[config.mk]
export PLATFORM = sky130hd
export DESIGN_NAME = obs_sched
export DESIGN_NICKNAME = d
export VERILOG_FILES = /design/src/rtl/obs_sched.sv
export SDC_FILE = /design/constraint.sdc
export NUM_CORES = 1
export LEC_CHECK = 0
export CORE_MARGIN = 1
export CORE_UTILIZATION = 55
export CTS_CLUSTER_SIZE = 25
export DETAILED_ROUTE_END_ITERATION = 7
export DONT_BUFFER_PORTS = 1
export PLACE_DENSITY_LB_ADDON = 0.2
export SLEW_MARGIN = 20
export SYNTH_ARGS = -nofsm -noshare
export SYNTH_HDL_FRONTEND = slang
export SYNTH_SLANG_ARGS = --single-unit
[constraint.sdc]
create_clock -name clk -period 2.75 [get_ports clk]
set_input_delay 0.4125 -clock clk [delete_from_list [all_inputs] [get_ports clk]]
set_output_delay 0.4125 -clock clk [all_outputs]
set_load 0.02 [all_outputs]
[src/rtl/obs_sched.sv]
// obs_sched: round-based scheduler that walks enabled channels through a shared observer.
// Ports: clk, rst (async, active-high); en gates the period counter; ch_en selects channels per round;
// obs_req/obs_ch/obs_ack form the observer handshake; busy marks an active round; round_done pulses at its end;
// overrun_cnt counts ticks lost to a busy round (saturating); timeout_err holds sticky per-channel ack timeouts.
// Optional: define OBS_SCHED_TIMEOUT_EN to abandon a channel after TIMEOUT cycles without an ack.
module obs_sched #(
  parameter int N_CH    = 4,
  parameter int PERIOD  = 2**22,
  parameter int TIMEOUT = 255
) (
  input  logic                    clk,
  input  logic                    rst,
  input  logic                    en,
  input  logic [N_CH-1:0]         ch_en,
  output logic                    obs_req,
  output logic [$clog2(N_CH)-1:0] obs_ch,
  input  logic                    obs_ack,
  output logic                    busy,
  output logic                    round_done,
  output logic [7:0]              overrun_cnt,
  output logic [N_CH-1:0]         timeout_err
);
  localparam int CW = $clog2(N_CH);
  localparam int PW = $clog2(PERIOD);
  typedef enum logic [1:0] {IDLE, REQ, GAP, DONE} state_t;
  state_t state, nxt;
  logic [PW-1:0] cnt;
  logic [N_CH-1:0] pnd, pnd_n;
  logic tick, hs, to, fin;
  function automatic logic [CW-1:0] lsb(input logic [N_CH-1:0] m);
    lsb = '0;
    for (int i = N_CH - 1; i >= 0; i--)
      if (m[i]) lsb = CW'(i);
  endfunction
  assign tick = en && cnt == PW'(PERIOD - 1);
  assign hs   = state == REQ && obs_ack;
  assign fin  = hs || to;
  always_ff @(posedge clk or posedge rst)
    if (rst) cnt <= '0;
    else cnt <= (!en || tick) ? '0 : cnt + 1'b1;
`ifdef OBS_SCHED_TIMEOUT_EN
  localparam int TW = $clog2(TIMEOUT + 1);
  logic [TW-1:0] wcnt;
  // wcnt is 0 in the first REQ cycle, so the give-up edge ends the TIMEOUT-th cycle in REQ
  assign to = state == REQ && wcnt == TW'(TIMEOUT - 1);
  always_ff @(posedge clk or posedge rst)
    if (rst) begin
      wcnt        <= '0;
      timeout_err <= '0;
    end else begin
      wcnt <= (state == REQ) ? wcnt + 1'b1 : '0;
      if (to && !obs_ack) timeout_err[obs_ch] <= 1'b1;
    end
`else
  assign to          = 1'b0;
  assign timeout_err = '0;
`endif
  always_comb begin
    nxt   = state;
    pnd_n = pnd;
    case (state)
      IDLE: if (tick && |ch_en) begin
        pnd_n = ch_en;
        nxt   = REQ;
      end
      REQ: if (fin) begin
        pnd_n = pnd & ~(N_CH'(1) << obs_ch);
        nxt   = |pnd_n ? GAP : DONE;
      end
      GAP:     nxt = REQ;
      default: nxt = IDLE;
    endcase
  end
  // outputs are registered from the next-state decode so they line up with the state they describe
  always_ff @(posedge clk or posedge rst)
    if (rst) begin
      state       <= IDLE;
      pnd         <= '0;
      obs_req     <= 1'b0;
      obs_ch      <= '0;
      busy        <= 1'b0;
      round_done  <= 1'b0;
      overrun_cnt <= '0;
    end else begin
      state      <= nxt;
      pnd        <= pnd_n;
      obs_req    <= nxt == REQ;
      obs_ch     <= (nxt == REQ) ? lsb(pnd_n) : obs_ch;
      busy       <= nxt != IDLE;
      round_done <= nxt == DONE;
      if (tick && busy && overrun_cnt != 8'hff) overrun_cnt <= overrun_cnt + 1'b1;
    end
endmodule

==> impl_metrics.ini, run 1 <==
[run_status]
status = finished clean

[logic_synthesis]
ys_async_sr_fraction = 1.00
yosysSeqAreaShare = 0.501
synth_area_per_cell_um2 = 10.1
synth_ff_type = dfrtp_1
ys_ff_latch = 41
synth.distinct_cells = 41
synth_edf_count = 0
synth_cells = 203
ys_warn_count = 0
syn-cell-area_um2 = 2050

[sta]
final.min_clock_period_ns = 2.33
fmax_mhz = 430
clock_skew_ns = 0.00566
setup_viol = 0
tns_ns = 0
hold_violations = 0
rsz0062_at_grt = false
slew_viol_final = 0
max_slew.worst_pin.slew_ns = 0.503
slew_headroom = 0.664
finalCritPeriodShare = 0.846
setup_ws_ns = 0.424

[pwr]
power.density_nw_per_um2 = 488
p_leak_nw = 0.997
ir_drop_mv = 0.286
finalPower_mw = 1.07

[finish]
drive_gt1_frac = 0.0900
n_antenna_cell = 0
nNetsFinal = 220
fillCellCount = 293
instances_no_fill = 257
area_growth_pct = 7.70

[critical_path]
r2r-end = overrun_cnt[7]
critPathLaunch = cnt[0]
worstPathRequired_ns = 2.92
r2r_slack_ns = 0.42
crit_arrival_ns = 2.50
worstRegToRegCells = 7
r2r-start = cnt[0]
critPathMaxFanout = 6
path_class = reg2reg
cp-end-kind = register
endpoint = overrun_cnt[7]
cp-start-kind = register

[global_route]
antenna_found_initial = 0
grt_overflow = 0
grt_pass1_vias = 1461
grt_max_degree = 42
grt_first_pass_wirelength_um = 6440
track_usage = 0.212

[place]
hpwl_um = 2750
portBuffers = 0
post-place-ws_ns = 0.418
gp_congestion = 0.816
dpl.cell_count = 249

[cts]
worstSkewPairLatency_ns = 0.30
ctsRootBufferMaster = clkbuf_8
cts_resized = 0
postCtsSetupBuffers = 0
holdBufCountCts = 0
clockBufferDepth = 2
h-tree-depth = 2
clock_sinks = 41
clkSlewWorstSetupHoldPaths_ns = 0.07
cts_tree = built
cts_made_buffers = 5

[floorplanning]
fp.dieW_um = 63.0
die_h_um = 63.0
rows = 21
start_util = 0.595
coreArea_um2 = 3440
pin_count = 25
dieArea_um2 = 3970

[flow_run]
cap_violations = 0

[drt]
drt_pre_antenna_iters = 4
vias = 1484
vias_per_cell = 5.77
ant_nets = 0
post_drt_wl_per_cell_um = 14.5
drtIter0Drc = 89
finalWirelength_um = 3730
drc = 0

[worst_hold_path]
min_path_type = in2async
cell families (layout without fill, tap and decap cells):
logic type | count (synthesis) | count (layout) | share of synthesized area
multiplexers | 2 | 2 | 0.0104
adder cells (fa/ha/maj) | 2 | 2 | 0.0122
buffers and inverters | 14 | 19 | 0.0336
AO/OA/AOI/OAI | 23 | 23 | 0.0795
XOR/XNOR | 25 | 25 | 0.107
AND/OR/NAND/NOR | 95 | 95 | 0.254
other | 1 | 4 | 0.00183
flip-flops | 41 | 41 | 0.501
routing by layer:
layer,global-route usage,vias up,part of all wire
li1,-,717,-
met1,0.249,725,0.44
met2,0.352,33,0.50
met3,0.0766,9,0.048
met4,0.0814,0,0.016
met5,0,-,0
where the power goes:
part,internal [mW],switching (mW)
Combinational,0.00853,0.0259
Clock,0.227,0.203
Sequential,0.606,0.00440
worst min-delay path by stage:
stage,start,endpoint,slack (ns),cells after the start
2_1_floorplan,cnt[0],cnt[0],0.47,1
3_3_place_gp,rst,overrun_cnt[2],0.45,2
3_5_place_dp,rst,cnt[6],0.45,2
4_1_cts,rst,cnt[15],0.14,2
5_1_grt,rst,overrun_cnt[1],0.17,2
6_report,rst,cnt[3],0.13,2
synth_stat cells (3+ instances only):
cell | count | area share
xor2_1 | 12 | 0.051
a21oi_1 | 6 | 0.015
and2_1 | 3 | 0.0092
dfrtp_1 | 41 | 0.50
and4_1 | 4 | 0.017
nand2_1 | 15 | 0.028
and3_1 | 8 | 0.024
o21ai_0 | 6 | 0.015
nor2_1 | 27 | 0.050
xnor2_1 | 13 | 0.056
buf_4 | 4 | 0.015
nand4_1 | 7 | 0.021
nand2b_1 | 4 | 0.012
inv_1 | 7 | 0.013
nand3_1 | 11 | 0.027
per-stage QoR:
stage | hold WS (ns) | util | area (um2)
after global routing | 0.168 | 0.640 | 2200
final | 0.129 | 0.640 | 2200
after floorplan | 0.475 | - | 2060
after detailed placement | 0.453 | 0.611 | 2100
after global placement | 0.448 | 0.611 | 2100
after CTS | 0.138 | 0.640 | 2200
critical path: stages (launching register included):
cell     delay [ns]
dfrtp_1        0.41
ha_1           0.28
nand4_2        0.16
or4_4          0.56
nor3_4         0.30
and3_1         0.22
nand4_1        0.12
xnor2_1        0.16
registers in the layout, summed over array words and instances, names as in the netlist:
| register | flops |
|---|---|
| cnt | 22 |
| overrun_cnt | 8 |
| pnd | 4 |
| obs_ch | 2 |
| state | 2 |
| busy | 1 |
| obs_req | 1 |
| round_done | 1 |
final cells by class:
class / count / area [um2] / area share
Clock buffer: 7 / 96.3 / 0.0437
Clock inverter: 1 / 5.00 / 0.00227
Inverter: 7 / 26.3 / 0.0119
Multi-Input combinational cell: 151 / 963 / 0.437
Sequential cell: 41 / 1030 / 0.465
Tap cell: 46 / 57.6 / 0.0261
Timing Repair Buffer: 4 / 30.0 / 0.0136
layout by cell type, fill, tap and decap left out, types with 2 or more instances in the layout:
master | synthesis | layout
or3_1 | 2 | 2
a32oi_1 | 2 | 2
nand3b_1 | 2 | 2
buf_4 | 4 | 4
nand2b_1 | 4 | 4
nand4_1 | 7 | 7
nor2_1 | 27 | 27
o21ai_0 | 6 | 6
o31ai_1 | 2 | 2
a21oi_1 | 6 | 6
and4_1 | 4 | 4
xor2_1 | 12 | 12
or4_1 | 2 | 2
and2_1 | 3 | 3
xnor2_1 | 13 | 13
nand3_1 | 11 | 11
a32o_1 | 2 | 2
conb_1 | 1 | 4
nand2_1 | 15 | 15
and3_1 | 8 | 8
inv_1 | 7 | 7
clkbuf_8 | 0 | 7
ha_1 | 2 | 2
nor3_1 | 2 | 2
dfrtp_1 | 41 | 41
Power figures use the tool's default switching activity.
==> run 2, diff against run 1 <==
clock period = 1.9 ns   (was 2.75 ns; I/O delays follow)
==> run 2 against run 1 <==
  * The flow now finishes with violations (negative setup slack)
  * Clock skew grew 0.0028 ns
  * Die area unchanged
  * Sequential cell count stayed put
  * Clock power grew 24%
  * Critical path type unchanged
  * Largest cell class is now multi-input gates
  * Largest power group unchanged
==> impl_metrics.ini, run 2 (synthesis gave the netlist of run 1 again) <==
[run_status]
status = complete, but fails checks
violations = negative setup slack

[floorplanning]
fp.dieW_um = 63.0
coreArea_um2 = 3440
pin_count = 25
start_util = 0.595
dieArea_um2 = 3970
rows = 21
die_h_um = 63.0

[cts]
ctsRootBufferMaster = clkbuf_8
clockBufferDepth = 2
cts_made_buffers = 5
worstSkewPairLatency_ns = 0.28
clkSlewWorstSetupHoldPaths_ns = 0.07
h-tree-depth = 2
cts_tree = built
clock_sinks = 41

[drt]
vias_per_cell = 5.61
ant_nets = 0
drc = 0
drtIter0Drc = 69
drt_pre_antenna_iters = 4
finalWirelength_um = 4170
post_drt_wl_per_cell_um = 14.6
vias = 1599

[sta]
setup_viol = 4
slew_viol_final = 0
rsz0062_at_grt = true
slew_headroom = 0.656
fmax_mhz = 510
setup_ws_ns = -0.0589
hold_violations = 0
final.min_clock_period_ns = 1.96
max_slew.worst_pin.slew_ns = 0.515
tns_ns = -0.103
finalCritPeriodShare = 1.03
clock_skew_ns = 0.00850
worst_hold_slack_ns = 0.136

[finish]
n_antenna_cell = 0
final_common_cell = dfrtp_1
instances_no_fill = 285
final_cell_mix = 41 x dfrtp_1, 31 x buf_4, 25 x nor2_1
design_area_um2 = 2480
area_growth_pct = 21.2
largest_register = cnt
drive_gt1_frac = 0.238
post-route-util = 0.721
reg_top3 = cnt: 22 flops, overrun_cnt: 8 flops, pnd: 4 flops
largest_reg_flops = 22
nNetsFinal = 248

[place]
hpwl_um = 3070
gp_congestion = 0.812
post-place-ws_ns = -0.0629
postPlaceCellArea_um2 = 2330
portBuffers = 0
dpl.cell_count = 276

[pwr]
power.density_nw_per_um2 = 598
ir_drop_mv = 0.543
intPower_mw = 1.15
switchingPower_uw = 330
p_leak_nw = 1.16
finalPower_mw = 1.48
seqPwrFrac = 0.595
clkPwrFrac = 0.361
p_comb_frac = 0.045
switching_share = 0.222

[worst_hold_path]
min_path_type = in2reg
hold_depth = 1

[flow_run]
cap_violations = 0

[critical_path]
crit_path_top_delay_cell = or4_4
crit_arrival_ns = 2.12
cp-start-kind = register
critPathMaxFanout = 3
max_stage_delay_ns = 0.52
worstRegToRegCells = 7
worstPathRequired_ns = 2.06
path_class = reg2reg
cp-end-kind = register
crit_chain = ha_4 > nand4_4 > or4_4 > nor3_4 > and3_4 > nand4_1 > xnor2_1

[global_route]
grt_max_degree = 24
grt_pass1_vias = 1601
antenna_found_initial = 0
grt_overflow = 0
track_usage = 0.227
grt_first_pass_wirelength_um = 7040
==> run 2: cell type report <==
class                      instances  area, um2
multi-input combinational        151       1050
sequential                        41       1030
fill                             249        961
timing repair buffer              32        243
clock buffer                       6       72.6
tap                               46       57.6
inverter                           7       26.3
clock inverter                     2       10.0
==> run 2: per-layer routing <==
layer  up-vias  global-route usage  routed length (um)
met1       779               0.270                1830
met2        43               0.402                2100
met5         -                   0                   0
met4         0              0.0727                  67
met3         8              0.0493                 173
li1        769                   -                   -
==> run 2: power groups by stage <==
stage | Clock [mW] | Combinational (mW) | Sequential, mW
after floorplan | 0 | 0.0469 | 0.901
after global placement | 0 | 0.0637 | 0.899
after detailed placement | 0 | 0.0657 | 0.899
after CTS | 0.549 | 0.0674 | 0.882
after global routing | 0.579 | 0.0752 | 0.883
final | 0.535 | 0.0662 | 0.882
==> run 2: worst paths after layout <==
check,startpoint,end,slack [ns]
max in group asynchronous,rst,cnt[19],1.16
worst max register to register,cnt[1],overrun_cnt[7],-0.06
worst max-delay path,cnt[1],overrun_cnt[7],-0.06
worst min register to register,cnt[19],cnt[19],0.55
min in group asynchronous,rst,overrun_cnt[4],0.48
worst min-delay path,en,cnt[12],0.14
==> run 2: worst max-delay path, delay by kind of cell (launching register included) <==
| family | cells | cell delay [ns] |
|---|---|---|
| simple gates | 5 | 1.12 |
| xor+xnor | 1 | 0.15 |
| flops | 1 | 0.40 |
| fa+ha+maj | 1 | 0.16 |
==> run 2: what timing repair did <==
item / 4_1_cts / 5_1_grt
buffers inserted: 0 / 0
endpoints found under the hold margin: 41 / 0
hold buffers: 1 / 0
gates resized for setup: 2 / 13
pin swaps: 1 / 2
endpoints found under the setup margin: 6 / 14
==> run 3, diff against run 2 <==
SLEW_MARGIN = 10   (was 20)
==> results of run 3 <==
The final DEF is identical to that of run 2; final timing and power are the same.
